## src/rtl/scr_base_l3_bk_tp_d0.sv

```systemverilog
// L3 bank tag pipe D0: arbitrates request sources, filters in-flight set hazards,
// issues the tag read for the winner and registers it into the D0->D1 pipe register.
module scr_base_l3_bk_tp_d0 #(
  parameter int N_SRC     = 3,
  parameter int ADDR_W    = 40,
  parameter int ID_W      = 8,
  parameter int OP_W      = 4,
  parameter int SET_W     = 10,
  parameter int OFFS_W    = 6,
  parameter int STARVE_TH = 4
) (
  input  logic                     rst_n,
  input  logic                     clk,
  input  logic [N_SRC-1:0]         src_req_vld,
  output logic [N_SRC-1:0]         src_req_rdy,
  input  logic [N_SRC*ADDR_W-1:0]  src_req_addr,
  input  logic [N_SRC*ID_W-1:0]    src_req_id,
  input  logic [N_SRC*OP_W-1:0]    src_req_op,
  input  logic                     set_blk_vld,
  input  logic [SET_W-1:0]         set_blk_idx,
  output logic                     tag_rd_en,
  output logic [SET_W-1:0]         tag_rd_set,
  output logic                     d1_vld,
  input  logic                     d1_rdy,
  output logic [ADDR_W-1:0]        d1_addr,
  output logic [ID_W-1:0]          d1_id,
  output logic [OP_W-1:0]          d1_op,
  output logic [N_SRC-1:0]         d1_src
);

  localparam int CNT_W = $clog2(STARVE_TH + 1);
  localparam int PTR_W = $clog2(N_SRC);

  logic [N_SRC-1:0] elig;
  logic [N_SRC-1:0] grant;
  logic             adv;
  logic             found;
  logic [SET_W-1:0] src_set [N_SRC];

  logic [PTR_W-1:0] rr_q, rr_d;
  logic [CNT_W-1:0] cnt_q [1:N_SRC-1];
  logic [CNT_W-1:0] cnt_d [1:N_SRC-1];

  logic              d1_vld_q, d1_vld_d;
  logic [ADDR_W-1:0] d1_addr_q, d1_addr_d;
  logic [ID_W-1:0]   d1_id_q, d1_id_d;
  logic [OP_W-1:0]   d1_op_q, d1_op_d;
  logic [N_SRC-1:0]  d1_src_q, d1_src_d;

  assign adv = !d1_vld_q || d1_rdy;

  always_comb begin
    for (int i = 0; i < N_SRC; i++) begin
      src_set[i] = src_req_addr[i*ADDR_W + OFFS_W +: SET_W];
      elig[i]    = src_req_vld[i] && !(set_blk_vld && (src_set[i] == set_blk_idx));
    end
  end

  // Priority: starved external source, then replay source 0, then round-robin from rr_q.
  always_comb begin
    int j;
    grant = '0;
    found = 1'b0;
    j     = 0;
    if (rst_n && adv) begin
      for (int i = 1; i < N_SRC; i++) begin
        if (!found && elig[i] && (cnt_q[i] == CNT_W'(STARVE_TH))) begin
          grant[i] = 1'b1;
          found    = 1'b1;
        end
      end
      if (!found && elig[0]) begin
        grant[0] = 1'b1;
        found    = 1'b1;
      end
      for (int k = 0; k < N_SRC - 1; k++) begin
        j = int'(rr_q) + k;
        if (j > N_SRC - 1) j = j - (N_SRC - 1);
        if (!found && elig[j]) begin
          grant[j] = 1'b1;
          found    = 1'b1;
        end
      end
    end
  end

  always_comb begin
    tag_rd_set = '0;
    for (int i = 0; i < N_SRC; i++) begin
      if (grant[i]) tag_rd_set = src_set[i];
    end
  end

  assign src_req_rdy = grant;
  assign tag_rd_en   = |grant;

  always_comb begin
    rr_d = rr_q;
    for (int i = 1; i < N_SRC; i++) begin
      if (grant[i]) rr_d = (i == N_SRC - 1) ? PTR_W'(1) : PTR_W'(i + 1);
      if (!src_req_vld[i] || grant[i]) begin
        cnt_d[i] = '0;
      end else if (adv && elig[i] && (cnt_q[i] != CNT_W'(STARVE_TH))) begin
        cnt_d[i] = cnt_q[i] + 1'b1;
      end else begin
        cnt_d[i] = cnt_q[i];
      end
    end
  end

  always_comb begin
    d1_vld_d  = d1_vld_q;
    d1_addr_d = d1_addr_q;
    d1_id_d   = d1_id_q;
    d1_op_d   = d1_op_q;
    d1_src_d  = d1_src_q;
    if (|grant) begin
      d1_vld_d = 1'b1;
      d1_src_d = grant;
      for (int i = 0; i < N_SRC; i++) begin
        if (grant[i]) begin
          d1_addr_d = src_req_addr[i*ADDR_W +: ADDR_W];
          d1_id_d   = src_req_id[i*ID_W +: ID_W];
          d1_op_d   = src_req_op[i*OP_W +: OP_W];
        end
      end
    end else if (d1_rdy) begin
      d1_vld_d = 1'b0;
    end
  end

  always_ff @(posedge clk or negedge rst_n) begin
    if (!rst_n) begin
      rr_q      <= PTR_W'(1);
      d1_vld_q  <= 1'b0;
      d1_addr_q <= '0;
      d1_id_q   <= '0;
      d1_op_q   <= '0;
      d1_src_q  <= '0;
      for (int i = 1; i < N_SRC; i++) cnt_q[i] <= '0;
    end else begin
      rr_q      <= rr_d;
      d1_vld_q  <= d1_vld_d;
      d1_addr_q <= d1_addr_d;
      d1_id_q   <= d1_id_d;
      d1_op_q   <= d1_op_d;
      d1_src_q  <= d1_src_d;
      for (int i = 1; i < N_SRC; i++) cnt_q[i] <= cnt_d[i];
    end
  end

  assign d1_vld  = d1_vld_q;
  assign d1_addr = d1_addr_q;
  assign d1_id   = d1_id_q;
  assign d1_op   = d1_op_q;
  assign d1_src  = d1_src_q;

endmodule

```

## config.mk

```make
export PLATFORM = sky130hd
export DESIGN_NAME = scr_base_l3_bk_tp_d0
export DESIGN_NICKNAME = d
export VERILOG_FILES = /design/src/rtl/scr_base_l3_bk_tp_d0.sv
export SDC_FILE = /design/constraint.sdc
export NUM_CORES = 1
export LEC_CHECK = 0
export ABC_AREA = 1
export CORE_ASPECT_RATIO = 1.2
export CORE_MARGIN = 3
export CORE_UTILIZATION = 42
export CTS_CLUSTER_SIZE = 14
export DETAILED_ROUTE_END_ITERATION = 8
export HOLD_SLACK_MARGIN = 0.05
export PLACE_DENSITY = 0.9
export SLEW_MARGIN = 20
export SYNTH_ARGS = -nofsm -noshare
export SYNTH_HDL_FRONTEND = slang
export SYNTH_SLANG_ARGS = --single-unit
```

## constraint.sdc

```tcl
create_clock -name clk -period 2.5 [get_ports clk]
set_input_delay 0.25 -clock clk [delete_from_list [all_inputs] [get_ports clk]]
set_output_delay 0.25 -clock clk [all_outputs]
set_load 0.005 [all_outputs]
```

==> run summary, run 1 <==
Remaining max-slew budget at the tightest pin: 42.00%. Summed over all failing endpoints, the final setup total negative slack is -14.16 ns. VDD sags by at most 517.8 uV.

The detailed-route DRC error count was 0. The logs give 32.11% for the sequential fraction of the synthesis area and 13760 um for the detailed placer's ending HPWL. Count of mapped cells out of synthesis: 853. The later pin in the worst-skew pair is clocked with a latency of 0.34 ns.

The transition time at the pin with the least slew margin is 0.8700 ns, and the post-route cell area is 0.009668 mm2. Fill cells in the final layout number 685. Counting every sink on the clock net gives 64.

The proportion of synthesized area in mux cells was 0%; the data required time at the worst endpoint was 2.25 ns. The total global routing overflow was 0. The tightest min-delay check is of the in -> async type. The run gives 0 as the number of routed nets with antenna violations.

The core region is 0.01157 mm2. After synthesis, the netlist uses 27 different library cells. The die covers 0.01323 mm2. In this run the deepest clock path goes through 2 buffers. The clock-pin slew reported for the worst setup and hold paths after clock tree synthesis works out to 0.06 ns.

The run gives 0 as the final-report hold violation count. For this configuration, the core starts out at a cell density of 43.15%. The achievable frequency is 344.0 MHz. In this run the worst path has a maximum fanout of 7. Setup repair after global routing could not meet its margin everywhere. The most numerous cell type found on the critical path is nand2_2. The flow ran to the end, but the final reports show violations. The final worst setup slack was -0.4074 ns.

Broken down by cell family, the worst path's largest delay share belongs to buffers and inverters. Sorting the synthesized cells by area gives the leading types as dfrtp_1, nand2_1, nand3_1. Synthesis inferred 64 register bits. Summed over all cells, the static leakage comes to 5.283 nW. Dividing total power by cell area gives a power density of 950.6 mW/mm2. The mean post-synth cell area works out to 5.851 um2. The cell count after placement is 1289, and the number of buffers added by the clock tree synthesis step is 9. The most numerous cell in the Yosys netlist was nand2_1.

Area share of and/or/nand/nor cells after synthesis: 46.75%. The biggest area contributor in the post-synthesis netlist is dfrtp_1. In this run the number of H-tree levels came out at 3. The synthesized netlist devotes 0.8774% of its cell area to XOR and XNOR gates. For the finished layout, the period the worst path requires is 2.907 ns.

After floorplanning, the core was divided into 43 placement rows. After synthesis, the largest family of logic cells by area is simple AND/OR/NAND/NOR gates. Setup violations remaining at the end of the flow were counted as 69.

The largest single stage delay on the critical path is 0.55 ns. The critical path goes through buf_4 > inv_2 > buf_6 > ha_4 > a211oi_2 > nand4_1 > nand2_2 > nand2_4 > buf_6 > buf_4 > nand2_2 > nand2_2 > buf_2. Summing the areas of all fa, ha and maj instances in the mapped netlist gives 2.256% of the synthesized area.

For this run, the number of Yosys warnings is 0. After detailed routing, the average wire length per cell comes to 17.14 um. The startpoint type of the worst setup path was a flop. Horizontal die dimension: 105.5 um. The tools report the pin count of the biggest net entering global routing as 65. TritonCTS built the clock tree. The first-pass detailed-route iteration total is 6, and the number of global-route vias before repair is 6516. For this run, asynchronously set or reset flops after synthesis account for 100.0%.

The cell type of the slowest stage on the worst timing path was dfstp_2. Summing all placed instances gives a cell area of 0.008003 mm2. The compound-cell area share of the yosys netlist works out to 2.306%. The final reports fail on setup timing.

Counting both buffers and inverters, the worst setup path holds a total of 6. The first global-routing pass estimated 31660 um of wire. The logs give -0.7862 ns for the worst slack after detailed placement and 0 for the reported max-cap violation count.

The area share of the largest cell type after synthesis is 31.59%, and the total via count in the routed design is 6905. Relative to the synthesized area, the layout overhead comes to 93.71%. The number of flops mapped to enable cells by yosys is 0, and the fraction of final layout cells sized beyond drive strength 1 is 28.09%.

STA classifies the critical path endpoint as a primary output. The tools report the core utilization of the finished layout as 83.58%. The die is 125.4 um tall. The number of nets at the end of the flow was 1384. The netlist area before placement is 0.004991 mm2.

The root buffer cell chosen for the clock tree is clkbuf_16. The number of buffers added on ports was 242. The most used flip-flop cell after synthesis was dfrtp_1. By startpoint and endpoint, the worst setup path is classified as reg -> out. Sorting the synthesized cells by how often they occur yields nand2_1, inv_1, nand3_1, dfrtp_1, nor2_1.

When the netlist entered floorplanning its net count stood at 1035. The run gives 0 as the quantity of hold-fixing buffers added after cts. The detailed router finished its first iteration with 498 violations.

The run gives 23400 um as the final routed wirelength across all metal layers. Routability-driven placement finished with a final weighted congestion of 0.9161. The initial antenna violation count was 1. The run gives 0.01047 ns as the maximum clock skew at final layout. The fraction of the cycle the final worst path needs was 116.3%. The logs give 1365 for the number of non-filler instances in the completed layout and 9.190 mW for the total power. The run gives 0 as the final-report max-slew violation count. The critical path arrival is 2.66 ns. Pin placement for this block handled 243 I/O pins.

The overall fraction of global-route tracks in use is 29.65%, and the via density per instance is 5.059. For the worst hold slack, the log shows 0.1450 ns.
## where the power goes
part | leakage [nW] | total, mW | internal, mW | switching (mW)
combinational | 4.34 | 6.03 | 3.08 | 2.95
clock | 0.146 | 1.29 | 0.798 | 0.492
sequential | 0.794 | 1.87 | 1.52 | 0.345
## worst reg2reg max path, stage by stage (launching register included)
cell and delay [ns]:
dfstp_2 0.55, buf_4 0.12, inv_2 0.05, buf_6 0.14, ha_4 0.24, a211oi_2 0.29, nand4_1 0.15, nand2_2 0.12
nand2_4 0.09, buf_8 0.16, nand3_4 0.12, buf_12 0.18, clkinv_16 0.10, clkbuf_16 0.18, nand2_2 0.06, nand3_1 0.06
## timing repair
action | CTS | global route
resized for setup | 197 | 150
setup buffers | 34 | 10
setup endpoints to repair | 70 | 72
pin swaps | 37 | 39
cloned | 2 | 15
## flip-flops by register name (all words and copies together) (netlist names)
| name | flops |
|---|---|
| rr_q | 2 |
| d1_addr | 40 |
| d1_id | 8 |
| d1_src | 3 |
| d1_vld | 1 |
| d1_op | 4 |
| cnt_q | 6 |
## cells by family (layout without fill, tap and decap cells)
logic type	Yosys count	after routing
DFF	64	64
buffers and inverters	186	540
adders and majority gates	9	9
xor gates and xnor gates	5	5
AOI/OAI and AO/OA	22	22
and+or+nand+nor	567	567
other	0	1
## layout by cell type, fill, tap and decap left out, types with 7 or more instances in the layout
cell type | synthesis | final
buf_12 | 0 | 9
buf_2 | 17 | 12
buf_4 | 9 | 87
buf_6 | 4 | 19
clkbuf_16 | 0 | 21
clkdlybuf4s50_1 | 0 | 187
dfrtp_1 | 63 | 62
dlygate4sd2_1 | 0 | 37
inv_1 | 138 | 114
inv_2 | 10 | 32
nand2_1 | 410 | 321
nand2_2 | 3 | 69
nand2_4 | 2 | 24
nand3_1 | 104 | 96
nand3_2 | 1 | 9
nand4_1 | 7 | 7
nor2_1 | 34 | 21
nor2_2 | 1 | 9
o21ai_2 | 0 | 7
## final timing paths
kind | startpoint | to | slack, ns | depth (start not counted)
min in group clk | src_req_addr[86] | d1_addr[6]$_DFFE_PN0P_ | 0.34 | 3
min | rst_n | d1_id[4]$_DFFE_PN0P_ | 0.15 | 2
max in group asynchronous | rst_n | rr_q[1]$_DFFE_PN0P_ | 1.72 | 2
max reg2reg | rr_q[0]$_DFFE_PN1P_ | d1_addr[14]$_DFFE_PN0P_ | -0.23 | 15
min reg2reg | d1_id[4]$_DFFE_PN0P_ | d1_id[4]$_DFFE_PN0P_ | 0.47 | 2
max | rr_q[0]$_DFFE_PN1P_ | tag_rd_set[6] | -0.41 | 13
## per-layer routing
layer / GRT usage (%) / share of wire, %
met1: 33.99 / 36
met2: 52.85 / 50
met3: 5.834 / 7.7
met4: 13.49 / 6.0
met5: 0 / 0
## cell type report
type	instances	area (um2)	area share (%)
repair buffers	375	3786	39.16
clock buffers	11	242.7	2.511
inverters	148	589.3	6.096
clock inverters	5	56.30	0.5824
multi-input cells	603	3179	32.88
flip-flops and latches	64	1604	16.59
diodes	1	2.502	0.02588
repair inverters	1	11.26	0.1165
well taps	157	196.4	2.032
Note: power is estimated with default switching activity, not from simulation.
==> run 2: changes to the inputs <==
--- a/config.mk
+++ b/config.mk
@@ -8,11 +8,12 @@
 export ABC_AREA = 1
 export CORE_ASPECT_RATIO = 1.2
 export CORE_MARGIN = 3
-export CORE_UTILIZATION = 42
+export CORE_UTILIZATION = 45
 export CTS_CLUSTER_SIZE = 14
 export DETAILED_ROUTE_END_ITERATION = 8
+export GPL_TIMING_DRIVEN = 0
 export HOLD_SLACK_MARGIN = 0.05
-export PLACE_DENSITY = 0.9
+export PLACE_DENSITY = 0.95
 export SLEW_MARGIN = 20
 export SYNTH_ARGS = -nofsm -noshare
 export SYNTH_HDL_FRONTEND = slang
==> constraint.sdc (replaced) <==
create_clock -name clk -period 3.4 [get_ports clk]
set_input_delay 0.34 -clock clk [delete_from_list [all_inputs] [get_ports clk]]
set_output_delay 0.34 -clock clk [all_outputs]
set_load 0.005 [all_outputs]
==> run 2 against run 1 <==
  * The flow still finishes with violations (setup timing)
  * Sequential cell count unchanged
  * Sequential share of layout area grew 2.9 points
  * Register-to-register slack improved by 0.81 ns
  * Wire length is 16% lower
  * Worst hold slack improved by 0.20 ns
  * Count of clock-buffer cells in the layout unchanged
  * Global-route usage up 0.060 points
  * Core utilization is 6.3 points lower
  * Via count shrank 7.6%
  * Cell count fell by 8.0%
  * Critical path depth rose by 5
  * Clock skew is 0.0069 ns lower
  * Largest cell class unchanged
  * Largest power group unchanged
==> run summary, run 2 (synthesized netlist as in run 1, its figures left out) <==
The run gives 14430 um (was 13760 um) as the detailed placer's ending HPWL. The final-report hold violation count is 0 (unchanged), and the remaining max-slew budget at the tightest pin is 65.93% (was 42.00%). The final setup violation count was 1 (was 69); the transition time at the pin with the least slew margin was 0.5111 ns (was 0.8700 ns). The largest delay contributor family on the critical path was buffers and inverters (unchanged).

The run gives 24.4% (was 20.3%) as the sequential power share. Most numerous cell on the critical path: nand2_1 (was nand2_2). The total via count in the routed design is 6381 (was 6905).

The class of the worst hold path is in -> reg (was in -> async). Net switching component of the power: 2.139 mW (was 3.787 mW). Cell-by-cell listing of the critical path: clkdlybuf4s50_1 > inv_1 > nand2_1 > nand4_1 > nor2_1 > nand2_2 > nand3_2 > nand2_2 > nor2_4 > nand3_1 > nand2_1 > nand2_1 > nand2_4 > buf_8 > buf_6 > nand2_1 > nand2_1 > clkdlybuf4s50_1 (was buf_4 > inv_2 > buf_6 > ha_4 > a211oi_2 > nand4_1 > nand2_2 > nand2_4 > buf_6 > buf_4 > nand2_2 > nand2_2 > buf_2).

The number of buffers on the longest clock path came out at 2 (unchanged). The run gives 4.756 nW (was 5.283 nW) as the leakage component of the power. For the critical path arrival, the log shows 3.12 ns (was 2.66 ns). The routability congestion estimate from global placement was 0.9236 (was 0.9161); the post-route cell area was 0.008243 mm2 (was 0.009668 mm2).

The maximum fanout along the worst path was 10 (was 7). The worst slack after detailed placement came out at -0.4779 ns (was -0.7862 ns). The clock period minus final worst setup slack is 3.460 ns. Die span in y: 121.4 um (was 125.4 um). The worst path uses 101.8% of the clock period. The tools report the number of buffers added by the clock tree synthesis step as 9 (unchanged). The area enclosed by the die boundary is 0.01240 mm2 (was 0.01323 mm2). The peak per-stage delay on the critical path was 0.55 ns (about the same). The clock-pin slew reported for the worst setup and hold paths after clock tree synthesis was 0.05 ns (was 0.06 ns); the met1 track demand over resource in global routing was 31.49% (was 33.99%).

The cell-internal power came out at 3.272 mW (was 5.403 mW). The via density per instance came out at 5.080 (was 5.059). The routing usage on met3 was 8.338% (was 5.834%). The number of flip-flops in the largest register was 40 (unchanged). For the total global routing overflow, the log shows 0 (unchanged). The run gives 1303 (was 1384) as the number of nets at the end of the flow.

The number of H-tree levels was 3 (unchanged); the post-detailed-placement cell area was 0.007600 mm2 (was 0.008003 mm2). The tools report the pin count of the biggest net entering global routing as 57 (was 65). The tools report the first-pass detailed-route iteration total as 6 (unchanged).

Number of buffers added on ports: 242 (unchanged). The worst setup path category is in -> out (was reg -> out). The CTS sink count was 64 (unchanged). The switching share of power came out at 39.53% (was 41.21%). The critical path buffer and inverter count works out to 5 (was 6). The tools report the number of fill cells in the layout as 780 (was 685).

The starting density of the core is 46.78% (was 43.15%). Total power: 5.411 mW (was 9.190 mW). The cell type of the slowest stage on the worst timing path was clkdlybuf4s50_1 (was dfstp_2).

The maximum clock skew at final layout was 0.003580 ns (was 0.01047 ns). Final worst setup slack: -0.06041 ns (was -0.4074 ns). The flow ran to the end, but the final reports show violations. The category of the worst setup path capture point is a primary output (unchanged). Fraction of final layout cells sized beyond drive strength 1: 8.881% (was 28.09%). Top-level port count: 243 (unchanged). Leading cell types in the layout, fill and taps excluded: nand2_1, clkdlybuf4s50_1, inv_1, nand3_1, dfrtp_1 (was nand2_1, clkdlybuf4s50_1, inv_1, nand3_1, buf_4).

The tools report the overall fraction of global-route tracks in use as 29.71% (was 29.65%). TritonCTS built the clock tree. For the final-report max-slew violation count, the log shows 0 (unchanged). The number of routed nets with antenna violations was 0 (unchanged); the initial antenna violation count was 1 (unchanged). The synthesis-to-finish area growth came out at 65.15% (was 93.71%). The run gives 3.06 ns (was 2.25 ns) as the data required time at the worst endpoint. Startpoint type of the worst setup path: an input pin (was a flop).

Violations in the final reports: setup timing (unchanged). The master cell of the clock root buffer was clkbuf_16 (unchanged). The total power density per cell area is 656.4 mW/mm2 (was 950.6 mW/mm2), and the wire length of the first global-routing pass is 28810 um (was 31660 um). Met2 capacity usage during global routing: 52.48% (was 52.85%). The number of global-route vias before repair is 6218 (was 6516).

The horizontal die dimension was 102.1 um (was 105.5 um). The clock group share of total power was 19.1% (was 14.0%). DRC violation total after the first TritonRoute iteration: 387 (was 498). The reported max-cap violation count is 0 (unchanged).

Setup repair after global routing could not meet its margin everywhere. The placeable core region was 0.01067 mm2 (was 0.01157 mm2); the portion of total power attributed to combinational logic was 56.4% (was 65.6%). Highest ir drop seen on vdd: 369.3 uV (was 517.8 uV).

The most frequent standard cell in the layout excluding fill and tap cells was nand2_1 (unchanged). Most used routing layer: met2 (unchanged). The run gives 19570 um (was 23400 um) as the final routed wirelength across all metal layers. The achievable frequency was 289.0 MHz. The routed length per instance was 15.58 um (was 17.14 um); the detailed-route DRC error count was 0 (unchanged). The row count is 41 (was 43). The latest clock arrival within the worst-skew pair was 0.33 ns (was 0.34 ns).
## run 2: power by group through the flow
stage               Sequential, mW  Clock [mW]  Combinational [mW]
global placement              1.31           0                2.80
floorplan                     1.34           0                1.41
finish                        1.32        1.03                3.05
CTS                           1.31        1.04                2.95
global route                  1.35        1.08                3.35
detailed placement            1.32           0                2.88
## run 2: cell type report
| class | instances | area [um2] | area share (%) |
|---|---|---|---|
| diodes | 1 | 2.502 | 0.03036 |
| plain buffers | 37 | 310.3 | 3.764 |
| clock buffers | 11 | 252.7 | 3.066 |
| clock inverters | 5 | 78.83 | 0.9563 |
| inverters | 148 | 563.0 | 6.831 |
| multi-input cells | 603 | 2674 | 32.44 |
| flip-flops and latches | 64 | 1603 | 19.44 |
| well taps | 129 | 161.4 | 1.958 |
| repair buffers | 258 | 2597 | 31.51 |
## run 2: repair_timing
action | CTS | global route
buffers inserted | 2 | 10
hold endpoints to repair | 9 | 0
resized for setup | 42 | 42
gates cloned | 0 | 2
endpoints found under the setup margin | 13 | 13
pin swaps | 2 | 4
hold buffers | 1 | 0
## run 2: worst paths after layout
kind / from / to / slack [ns] / cells after the start
max reg2reg: rr_q[0]$_DFFE_PN1P_ / d1_addr[32]$_DFFE_PN0P_ / 0.58 / 15
min reg2reg: d1_src[1]$_DFFE_PN0P_ / d1_src[1]$_DFFE_PN0P_ / 0.47 / 2
min: src_req_addr[88] / d1_addr[8]$_DFFE_PN0P_ / 0.34 / 3
min in group asynchronous: rst_n / d1_addr[39]$_DFFE_PN0P_ / 0.40 / 2
max: set_blk_idx[1] / tag_rd_set[5] / -0.06 / 18
max in group asynchronous: rst_n / rr_q[0]$_DFFE_PN1P_ / 2.52 / 3
## run 2: metrics by stage
stage	instances	util, %	TNS, ns	hold slack, ns
detailed placement	1225	71.22	-4.078	0.1857
CTS	1244	75.22	0	0.3725
global route	1256	77.25	-0.2708	0.3709
finish	1256	77.25	-0.06041	0.3414
global placement	1224	70.99	-113.58	0.4543
floorplan	853	-	0	0.04441
## run 2: metal layers
layer / vias up / wire, um
li1: 3079 / -
met4: 0 / 945
met3: 76 / 1778
met2: 341 / 9821
met5: - / 0
met1: 2885 / 7023
## run 2: tightest hold or removal path: cells and delay by family
kind | cells | cell delay, ns
simple gates | 2 | 0.16
buf+inv | 1 | 0.13
